**config.mk**
```make
export PLATFORM = sky130hd
export DESIGN_NAME = cpu_mem_bridge_flat
export DESIGN_NICKNAME = d
export VERILOG_FILES = /design/src/rtl/cpu_mem_bridge_if.sv /design/src/rtl/cpu_mem_bridge.sv /design/src/flat_wrapper.sv
export SDC_FILE = /design/constraint.sdc
export NUM_CORES = 1
export LEC_CHECK = 0
export ABC_AREA = 1
export CORE_MARGIN = 2
export CORE_UTILIZATION = 41
export CTS_CLUSTER_SIZE = 40
export DETAILED_ROUTE_END_ITERATION = 12
export PLACE_DENSITY = 0.75
export SYNTH_ARGS = -nofsm -noshare
export SYNTH_HDL_FRONTEND = slang
export SYNTH_SLANG_ARGS = --single-unit
```
**constraint.sdc**
```tcl
create_clock -name clk_from_ip -period 1.7 [get_ports clk_from_ip]
set_input_delay 0.17 -clock clk_from_ip [delete_from_list [all_inputs] [get_ports clk_from_ip]]
set_output_delay 0.17 -clock clk_from_ip [all_outputs]
set_load 0.005 [all_outputs]
```
**src/rtl/cpu_mem_bridge_if.sv**
```systemverilog
// cpu_mem_bridge_if: shared memory request/ack bus between the bridge (master) and the memory controller (slave)
// Signals: mem_req/mem_we/mem_addr/mem_wdata/mem_wmask driven by the master; mem_ack/mem_rdata driven by the slave.
interface cpu_mem_bridge_if #(
  parameter int ADDR_W = 30,
  parameter int DATA_W = 32
);
  logic                mem_req;
  logic                mem_we;
  logic [ADDR_W-1:0]   mem_addr;
  logic [DATA_W-1:0]   mem_wdata;
  logic [DATA_W/8-1:0] mem_wmask;
  logic                mem_ack;
  logic [DATA_W-1:0]   mem_rdata;
  modport master (
    output mem_req, mem_we, mem_addr, mem_wdata, mem_wmask,
    input  mem_ack, mem_rdata
  );
  modport slave (
    input  mem_req, mem_we, mem_addr, mem_wdata, mem_wmask,
    output mem_ack, mem_rdata
  );
endinterface

```
**src/rtl/cpu_mem_bridge.sv**
```systemverilog
// cpu_mem_bridge: serialises CPU instruction fetches, loads and stores onto one request/ack memory bus
// Ports: clk_from_ip, rst (synchronous, active high); ic_addr/ic_data_out instruction port backed by a
// one-word buffer; dmem_read_in/dmem_write_in/dmem_addr/data_from_reg/dc_byte_w_en/dmem_data_out data port;
// mem_stall (combinational) freezes the CPU; bus (cpu_mem_bridge_if.master) is the memory side.
// Define CPU_IF_WRITE_BUFFER_EN to add a one-entry posted write buffer.
module cpu_mem_bridge #(
  parameter int ADDR_W = 30,
  parameter int DATA_W = 32
) (
  input  logic                clk_from_ip,
  input  logic                rst,
  input  logic [ADDR_W-1:0]   ic_addr,
  output logic [DATA_W-1:0]   ic_data_out,
  input  logic                dmem_read_in,
  input  logic                dmem_write_in,
  input  logic [ADDR_W-1:0]   dmem_addr,
  input  logic [DATA_W-1:0]   data_from_reg,
  input  logic [DATA_W/8-1:0] dc_byte_w_en,
  output logic [DATA_W-1:0]   dmem_data_out,
  output logic                mem_stall,
  cpu_mem_bridge_if.master    bus
);
  typedef enum logic [1:0] {IDLE, DREAD, DWRITE, IFETCH} state_t;
  state_t state, state_n;
  logic ibuf_valid;
  logic [ADDR_W-1:0] ibuf_tag, l_addr;
  logic [DATA_W-1:0] load_q, l_wdata;
  logic [DATA_W/8-1:0] l_wmask;
  logic dop, rd_op, wr_op, ic_miss, rd_ack, wr_ack, i_ack, d_stall, load_upd;
  // read and write together is treated as no data operation
  assign dop = dmem_read_in ^ dmem_write_in;
  assign rd_op = dop && dmem_read_in;
  assign wr_op = dop && dmem_write_in;
  assign ic_miss = !ibuf_valid || ibuf_tag != ic_addr;
  assign rd_ack = bus.mem_ack && state == DREAD;
  assign wr_ack = bus.mem_ack && state == DWRITE;
  assign i_ack = bus.mem_ack && state == IFETCH;
  // nothing is pending while reset is held, so the CPU is not frozen during reset
  assign mem_stall = !rst && (d_stall || (ic_miss && !i_ack));
`ifdef CPU_IF_WRITE_BUFFER_EN
  logic wb_valid, wb_hit, wr_acc;
  logic [ADDR_W-1:0] wb_addr;
  logic [DATA_W-1:0] wb_data, merged;
  logic [DATA_W/8-1:0] wb_mask;
  assign wb_hit = rd_op && wb_valid && wb_addr == dmem_addr;
  // a store lands in an empty buffer, or in the slot freed by the drain ack
  assign wr_acc = wr_op && (!wb_valid || wr_ack);
  assign d_stall = wr_op ? !wr_acc : rd_op && !(wb_hit || rd_ack);
  assign load_upd = rd_ack || wb_hit;
  assign l_addr = state_n == IFETCH ? ic_addr : state_n == DWRITE ? wb_addr : dmem_addr;
  assign l_wdata = wb_data;
  assign l_wmask = wb_mask;
  // bytes not covered by the buffered store come from the last load
  always_comb begin
    merged = load_q;
    for (int i = 0; i < DATA_W/8; i++)
      if (wb_mask[i]) merged[8*i +: 8] = wb_data[8*i +: 8];
  end
  assign dmem_data_out = rd_ack ? bus.mem_rdata : wb_hit ? merged : load_q;
  // draining the buffer comes before any new read or fetch
  always_comb begin
    state_n = state;
    if (state == IDLE) state_n = wb_valid ? DWRITE : rd_op ? DREAD : ic_miss ? IFETCH : IDLE;
    else if (bus.mem_ack) state_n = IDLE;
  end
  always_ff @(posedge clk_from_ip)
    if (rst) begin
      wb_valid <= 1'b0;
      wb_addr <= '0;
      wb_data <= '0;
      wb_mask <= '0;
    end else if (wr_acc) begin
      wb_valid <= 1'b1;
      wb_addr <= dmem_addr;
      wb_data <= data_from_reg;
      wb_mask <= dc_byte_w_en;
    end else if (wr_ack) begin
      wb_valid <= 1'b0;
    end
`else
  assign d_stall = dop && !(rd_ack || wr_ack);
  assign load_upd = rd_ack;
  assign l_addr = state_n == IFETCH ? ic_addr : dmem_addr;
  assign l_wdata = data_from_reg;
  assign l_wmask = dc_byte_w_en;
  // load data bypasses the register in the ack cycle so it is valid as mem_stall falls
  assign dmem_data_out = rd_ack ? bus.mem_rdata : load_q;
  // data accesses win over fetches
  always_comb begin
    state_n = state;
    if (state == IDLE) state_n = wr_op ? DWRITE : rd_op ? DREAD : ic_miss ? IFETCH : IDLE;
    else if (bus.mem_ack) state_n = IDLE;
  end
`endif
  always_ff @(posedge clk_from_ip)
    if (rst) begin
      state <= IDLE;
      bus.mem_req <= 1'b0;
      bus.mem_we <= 1'b0;
      bus.mem_addr <= '0;
      bus.mem_wdata <= '0;
      bus.mem_wmask <= '0;
      ibuf_valid <= 1'b0;
      ibuf_tag <= '0;
      ic_data_out <= '0;
      load_q <= '0;
    end else begin
      state <= state_n;
      if (state == IDLE && state_n != IDLE) begin
        bus.mem_req <= 1'b1;
        bus.mem_we <= state_n == DWRITE;
        bus.mem_addr <= l_addr;
        bus.mem_wdata <= l_wdata;
        bus.mem_wmask <= l_wmask;
      end else if (state != IDLE && bus.mem_ack) begin
        bus.mem_req <= 1'b0;
      end
      if (i_ack) begin
        ibuf_tag <= ic_addr;
        ibuf_valid <= 1'b1;
        ic_data_out <= bus.mem_rdata;
      end
      // a store over the buffered instruction word makes it stale
      if (wr_ack && bus.mem_addr == ibuf_tag) ibuf_valid <= 1'b0;
      if (load_upd) load_q <= dmem_data_out;
    end
endmodule

```
**src/flat_wrapper.sv**
```systemverilog
// flat-port wrapper written by rule: the top's interface ports become plain ports
module cpu_mem_bridge_flat 
#(
  parameter int ADDR_W = 30,
  parameter int DATA_W = 32
)
  (clk_from_ip, rst, ic_addr, ic_data_out, dmem_read_in, dmem_write_in, dmem_addr, data_from_reg, dc_byte_w_en, dmem_data_out, mem_stall, bus_mem_req, bus_mem_we, bus_mem_addr, bus_mem_wdata, bus_mem_wmask, bus_mem_ack, bus_mem_rdata);
  cpu_mem_bridge_if #(.ADDR_W(ADDR_W), .DATA_W(DATA_W)) bus_i ();
  input  logic clk_from_ip;
  input  logic rst;
  input  logic [ADDR_W-1:0] ic_addr;
  output logic [DATA_W-1:0] ic_data_out;
  input  logic dmem_read_in;
  input  logic dmem_write_in;
  input  logic [ADDR_W-1:0] dmem_addr;
  input  logic [DATA_W-1:0] data_from_reg;
  input  logic [DATA_W/8-1:0] dc_byte_w_en;
  output logic [DATA_W-1:0] dmem_data_out;
  output logic mem_stall;
  output wire logic [$bits(bus_i.mem_req)-1:0] bus_mem_req;
  output wire logic [$bits(bus_i.mem_we)-1:0] bus_mem_we;
  output wire logic [$bits(bus_i.mem_addr)-1:0] bus_mem_addr;
  output wire logic [$bits(bus_i.mem_wdata)-1:0] bus_mem_wdata;
  output wire logic [$bits(bus_i.mem_wmask)-1:0] bus_mem_wmask;
  input wire logic [$bits(bus_i.mem_ack)-1:0] bus_mem_ack;
  input wire logic [$bits(bus_i.mem_rdata)-1:0] bus_mem_rdata;
  assign bus_mem_req = bus_i.mem_req;
  assign bus_mem_we = bus_i.mem_we;
  assign bus_mem_addr = bus_i.mem_addr;
  assign bus_mem_wdata = bus_i.mem_wdata;
  assign bus_mem_wmask = bus_i.mem_wmask;
  assign bus_i.mem_ack = bus_mem_ack;
  assign bus_i.mem_rdata = bus_mem_rdata;
  cpu_mem_bridge #(.ADDR_W(ADDR_W), .DATA_W(DATA_W)) u_core (.clk_from_ip(clk_from_ip), .rst(rst), .ic_addr(ic_addr), .ic_data_out(ic_data_out), .dmem_read_in(dmem_read_in), .dmem_write_in(dmem_write_in), .dmem_addr(dmem_addr), .data_from_reg(data_from_reg), .dc_byte_w_en(dc_byte_w_en), .dmem_data_out(dmem_data_out), .mem_stall(mem_stall), .bus(bus_i));
endmodule
```
==> summary.md, run 1 <==
| Metric | Value |
|---|---|
| Worst Hold Path EP | u_core.ibuf_tag[4] |
| Max-cap violations | 0 |
| Post-route ant nets | 0 |
| Most used DFF post-synth | dfxtp_1 |
| PnR worst setup slack | -575.3 ps |
| Number of synthesized flops with an enable pin | 0 |
| NetSw | between 4 and 5 mW |
| Maximum fanout along the worst path | 6 |
| Grt ovf | 0 |
| Worst r2r dst | u_core.bus.mem_wmask[2] |
| Initial antenna violation count | 0 |
| Clk pwr share | 29.6% |
| Synth cell count leaders | 218 x nand2_1, 185 x inv_1, 165 x dfxtp_1 |
| Root Driver | clkbuf_16 |
| Routed vias | ~9000 |
| Total track usage | a little under a third |
| DP Worst Slack | -648.2 ps |
| Final nets | ~1700 |
| Largest net degree at the start of global routing | 95 |
| Drt via density | 5.238 |
| WP data required | a little over 2000 ps |
| Comb pwr share | between 30% and 40% |
| Hold Crit Start | ic_addr[4] |
| Share of cells above drive strength 1 | between 30 and 40% |
| RSZ-0062 raised after global routing | true |
| Skew-Pair Late Insertion Delay | ~430 ps |
| Reg2reg path depth | 17 |
| Synth Instances | roughly 1100 |
| Final hold violations | 0 |
| First-pass GRT wire length | between 40000 and 50000 µm |
| Synthesis Warnings | 0 |
| Mapped cell area | 7523 µm² |
| CP Launch Type | flip-flop |
| CTS buffer count | 17 |
| Placed insts | 1635 |
| Post-synthesis sequential area ratio | 43.90% |
| Synth area leader | dfxtp_1 |
| Hold buffer count at CTS | 0 |
| Outcome | finished with violations |
| WL/cell | around 19 µm |
| Slew margin rel. | 55.77% |
| CP Data Arrival Time | approximately 2600 ps |
| Chip width | approximately 140 µm |
| Worst-margin pin slew | roughly 660 ps |
| Worst setup EP type | flip-flop |
| Syn nets | roughly 1200 |
| Final WL | 33280 µm |
| Fin cells | roughly 1800 |
| Top-area cell type share of the netlist area | a little over two fifths |
| Clock tree sinks | 165 |
| Failing checks | setup timing |
| IO buf count | 265 |
| Crit path from | u_core.ibuf_tag[6] |
| Synth area leaders | dfxtp_1 44%, nand2_1 11%, inv_1 9.2%, a21oi_1 9.0%, o21ai_0 8.0% |
| Final setup fails | ~100 |
| Clock Pin Slew Worst Setup and Hold Paths | ~70 ps |
| Boundary pin count | about 270 |
| Ant. Diodes | 0 |
| Crit Path Category | reg -> reg |
| Number of global-route vias before repair | roughly 9200 |
| R2R Path Start | u_core.ibuf_tag[6] |
| Initial Util | about two fifths |
| Yosys cell types | 26 |
| FFs w/ async S/R, synth | 0% |
| Die ar. | ~19000 µm² |
| Internal power | 9.106 mW |
| CTS tree | built |
| Register area | roughly 3300 µm² |
| Gpl congestion | 0.8423 |
| Maximum clock insertion buffer count | 2 |
| Worst hold path class | in -> reg |
| DR iter-0 viols | approximately 640 |
| Top-count cell post-synth | nand2_1 |
| Synthesized area per cell | between 6 and 7 µm² |
| DP HPWL | roughly 16000 µm |
| Crit share post-route | 133.8% |
| Slew Limit Fails | 0 |
| Die H | between 100 and 150 µm |
| H-tree depth | 4 |
| Pwr dens | 948.4 nW/µm² |
| Core Footprint | approximately 18000 µm² |
| Leak Pwr | about 6.4 nW |
| R2R setup slack | -580 ps |
| Hold Path Cell Cnt | 3 |
| Filler cell count | around 1100 |
| Skew final | roughly 8.7 ps |
| Rows | 49 |
| Peak supply drop | between 0.7 and 0.8 mV |
| Area growth syn-to-layout | 88.87% |
| Pre-antenna DRT Iters | 5 |
| Min Tclk post-route | between 2000 and 2500 ps |
| Yosys reg bits | roughly 170 |
| DRC Markers | 0 |
| Sequential Power Share | about a third |
| Area of the multi-input gates | 4415 µm² |
| Sw Ratio | 32.43% |
| Fmax | between 400 and 500 MHz |
[flip-flops by register name (all words and copies together), names as in the netlist]
name                  flops
u_core.ibuf_tag          30
u_core.bus.mem_wdata     32
u_core.bus.mem_we         1
u_core.ibuf_valid         1
u_core.bus.mem_addr      30
u_core.bus.mem_wmask      4
u_core.load_q            32
u_core.ic_data_out       32
u_core.state              2
u_core.bus.mem_req        1
[repair_timing]
item | CTS | global route
pin swaps | 110 | 101
endpoints found under the setup margin | 100 | 106
resized for setup | 381 | 195
setup buffers | 56 | 24
cloned | 27 | 0
[metrics by stage]
stage | hold WS [ps] | setup TNS, ps | cell area, µm² | total power, mW | utilization (%)
after floorplan | 317.2 | -86.56 | 7525 | 5.883 | -
after global placement | 430.5 | -54780 | 11110 | 7.511 | 61.83
after detailed placement | 435.3 | -58200 | 11110 | 7.557 | 61.83
after CTS | 218.8 | -28390 | 13470 | 12.78 | 74.98
after global routing | 260.8 | -46080 | 14210 | 13.92 | 79.10
final | 261.3 | -41400 | 14210 | 13.48 | 79.10
[worst max-delay path, cell delays in order, from the launching register on]
cell and delay (ps):
dfxtp_1 420, nand2_1 120, nand2_1 100, nand2_1 100, nor2_2 100, nand2_1 80, nor2_2 130, nand2_2 110
nand2_2 100, nand2_2 70, nand2_4 130, nand2_8 90, buf_6 140, clkinv_8 70, buf_12 120, buf_16 110
nand2_1 80, a21oi_2 150
[power by group through the flow]
stage          clock network (mW)  logic, mW  registers (mW)
2_1_floorplan                   0       1.36            4.52
4_1_cts                      3.93       4.40            4.45
5_1_grt                      4.15       5.23            4.54
6_report                     3.99       4.98            4.51
3_5_place_dp                    0       3.04            4.52
3_3_place_gp                    0       3.00            4.51
[cell families after synthesis]
group	after synthesis	share of synthesized area, %
AO/OA/AOI/OAI	260	17.45
XOR/XNOR	39	4.540
adder cells (fa/ha/maj)	2	0.3326
buffers and inverters	259	13.79
flip-flops	165	43.90
AND/OR/NAND/NOR	376	19.99
[metal layers]
metal | track usage (%) | vias to the layer above | share of wire, %
met2 | 52.81 | 475 | 50
met4 | 18.29 | 0 | 5.8
met5 | 0 | - | 0
met1 | 33.85 | 4349 | 36
li1 | - | 4255 | -
met3 | 7.330 | 145 | 7.5
[placed cells by master, fill, tap and decap left out, drive strengths merged]
master,count
buf,232
clkdlybuf4s50,230
nand2,223
inv,193
dfxtp,165
a21oi,135
o21ai,125
nor2,106
xnor2,34
nand3,34
clkbuf,21
nand4,8
clkinv,8
xor2,5
clkinvlp,3
nor3,2
ha,2
bufinv,2
or2,1
or3b,1
nor4,1
dlymetal6s2s,1
[worst max-delay path by stage]
stage                     cells past startpoint  slack, ps                       end
after global placement                       17       -570   u_core.bus.mem_addr[23]
final                                        17       -580   u_core.bus.mem_wmask[2]
after global routing                         19       -630   u_core.bus.mem_addr[28]
after detailed placement                     18       -650    u_core.bus.mem_addr[9]
after CTS                                     8       -380          dmem_data_out[7]
after floorplan                              15         -3  u_core.bus.mem_wdata[10]
[final cells by class]
type	count	share of cell area (%)
timing repair buffer	464	34.14
multi-input combinational	677	31.07
sequential	165	23.40
inverter	196	5.265
clock buffer	20	3.214
tap	229	2.016
clock inverter	10	0.8893
Power figures use the tool's default switching activity.
==> run 2: changes to the inputs <==
--- a/config.mk
+++ b/config.mk
@@ -14,3 +14,4 @@
 export SYNTH_ARGS = -nofsm -noshare
 export SYNTH_HDL_FRONTEND = slang
 export SYNTH_SLANG_ARGS = --single-unit
+export TNS_END_PERCENT = 5
==> run 2 against run 1 <==
The run still ends with setup timing left. Via count is 10% lower. Count of clock-buffer cells in the layout decreased by 3. Combinational power is 28% lower. Flip-flop and latch count unchanged. Largest power group is now sequential cells. Worst setup slack improved by 230 ps. Global-route usage decreased by 4.7 points. Critical path type is now reg -> out.
==> summary.md, run 2 (synthesis gave the netlist of run 1 again) <==
| Metric | Value |
|---|---|
| Hold buffer count at CTS | 0 (unchanged) |
| RSZ-0062 raised after global routing | true |
| PnR worst setup slack | -345.9 ps (+229.3 ps) |
| CP Launch Type | flip-flop |
| Rows | 49 (unchanged) |
| Root Driver | clkbuf_16 |
| Post-route ant nets | 0 (unchanged) |
| CP bufs+invs | 5 (+1) |
| CP delay by family, top | buffers and inverters |
| Worst hold path class | in -> reg |
| Worst-margin pin slew | 683.5 ps (+20.14 ps) |
| Crit Path Category | reg -> out |
| Crit share post-route | 120.3% (-13 points) |
| Total track usage | 25.80% (-4.7 points) |
| Final setup fails | 101 (-1.9%) |
| Min Tclk post-route | 2046 ps (-229.3 ps) |
| Chip width | 139.5 µm (unchanged) |
| Core Footprint | 17960 µm² (unchanged) |
| Leak Pwr | 5.792 nW (-9.1%) |
| H-tree depth | 4 (unchanged) |
| CTS tree | built |
| Pwr dens | 934.7 nW/µm² (-1.4%) |
| Outcome | finished with violations |
| Most frequent cells in the layout | 230 x clkdlybuf4s50_1, 191 x nand2_1, 175 x inv_1 |
| CP Data Arrival Time | 1880 ps (-750 ps) |
| Routed vias | 8303 (-10%) |
| Failing checks | setup timing |
| Fmax | 488.8 MHz (+11%) |
| Clock Pin Slew Worst Setup and Hold Paths | 70 ps (about the same) |
| DRC Markers | 0 (unchanged) |
| Grt ovf | 0 (unchanged) |
| Die H | 139.5 µm (unchanged) |
| Worst setup EP type | output pin |
| Drt via density | 4.839 (-7.6%) |
| Ant. Diodes | 0 (unchanged) |
| Max-cap violations | 0 (unchanged) |
| Maximum clock insertion buffer count | 2 (unchanged) |
| WL/cell | 15.26 µm (-19%) |
| Skew-Pair Late Insertion Delay | 430 ps (about the same) |
| Gpl congestion | 0.8131 (-3.5%) |
| Slew margin rel. | 54.43% (-1.3 points) |
| DR iter-0 viols | 449 (-30%) |
| CTS buffer count | 17 (unchanged) |
| Initial Util | 41.88% (unchanged) |
| Boundary pin count | 266 (unchanged) |
| Top Registers | u_core.bus.mem_wdata x32, u_core.ic_data_out x32, u_core.load_q x32 |
| Peak supply drop | 0.7517 mV (-2.6%) |
| WP data required | 1530 ps (-530 ps) |
| Crit-path cells | nand2_2, or2_4, buf_6, buf_16, buf_4, nand2_1, o21ai_2, inv_1, buf_2 |
| DP HPWL | 16360 µm (+2.2%) |
| Critical path's slowest cell | dfxtp_2 |
| Initial antenna violation count | 0 (unchanged) |
| Slew Limit Fails | 0 (unchanged) |
| Largest net degree at the start of global routing | 65 (-32%) |
| Die ar. | 19450 µm² (unchanged) |
| IO buf count | 265 (unchanged) |
| First-pass GRT wire length | 40690 µm (-14%) |
| Crit-path max cell delay | 340 ps (-80 ps) |
| Most common cell after layout, fill and taps aside | clkdlybuf4s50_1 |
| Pre-antenna DRT Iters | 4 (-1) |
| Skew final | 11.82 ps (+3.149 ps) |
| DP Worst Slack | -635.4 ps (+12.84 ps) |
| Share of cells above drive strength 1 | 24.01% (-9.7 points) |
| Final nets | 1609 (-2.8%) |
| Area growth syn-to-layout | 69.98% |
| Final hold violations | 0 (unchanged) |
| Maximum fanout along the worst path | 5 (-1) |
| Fin util | 71.19% (-7.9 points) |
| Number of global-route vias before repair | 8293 (-10%) |
| Final WL | 26190 µm (-21%) |
| Clock tree sinks | 165 (unchanged) |
## run 2: cell type report
class	instances	area [µm²]
Sequential cell	165	3324
Clock buffer	17	425.4
Tap cell	229	286.5
Multi-Input combinational cell	677	3699
Inverter	196	740.7
Clock inverter	15	157.7
Timing Repair Buffer	417	4155
Fill cell	1373	5175
## run 2: final timing paths
path | startpoint | endpoint | slack (ps) | cells past startpoint
worst min register to register | u_core.ic_data_out[25] | u_core.ic_data_out[25] | 440 | 2
worst max-delay path | u_core.state[0] | dmem_data_out[13] | -350 | 9
worst min-delay path | ic_addr[4] | u_core.ibuf_tag[4] | 200 | 3
worst max register to register | u_core.ibuf_tag[27] | u_core.bus.mem_addr[4] | -340 | 13
## run 2: tightest hold or removal path, stage by stage
cell,delay [ps]
dlymetal6s2s_1,190
o21ai_0,180
a21oi_1,40
## run 2: stage by stage
stage	power (mW)	cell area, µm²	hold WS, ps	setup TNS (ps)	std cells
6_report	11.95	12790	198.5	-25570	1716
5_1_grt	12.52	12790	236.6	-36900	1716
4_1_cts	11.72	12450	203.0	-21270	1710
3_5_place_dp	7.553	11110	435.0	-56540	1635
3_3_place_gp	7.495	11110	428.7	-52230	1635
2_1_floorplan	5.883	7525	317.2	-86.56	1101
## run 2: report_power, final
group	switching, mW	internal (mW)
clock network	1.80	2.09
logic	1.68	1.94
registers	0.235	4.21
total	3.71	8.24
## run 2: repair_timing
item	in CTS	in global routing
pin swaps	20	17
buffers inserted	36	3
gates cloned	7	3
setup endpoints to repair	100	107
resized for setup	265	84
## run 2: layer usage
layer / track usage (%) / share of wire [%] / vias up
met5: 0 / 0 / -
met4: 10.85 / 3.6 / 0
met3: 7.605 / 6.9 / 60
met2: 46.21 / 51 / 259
met1: 28.41 / 39 / 3835
li1: - / - / 4149
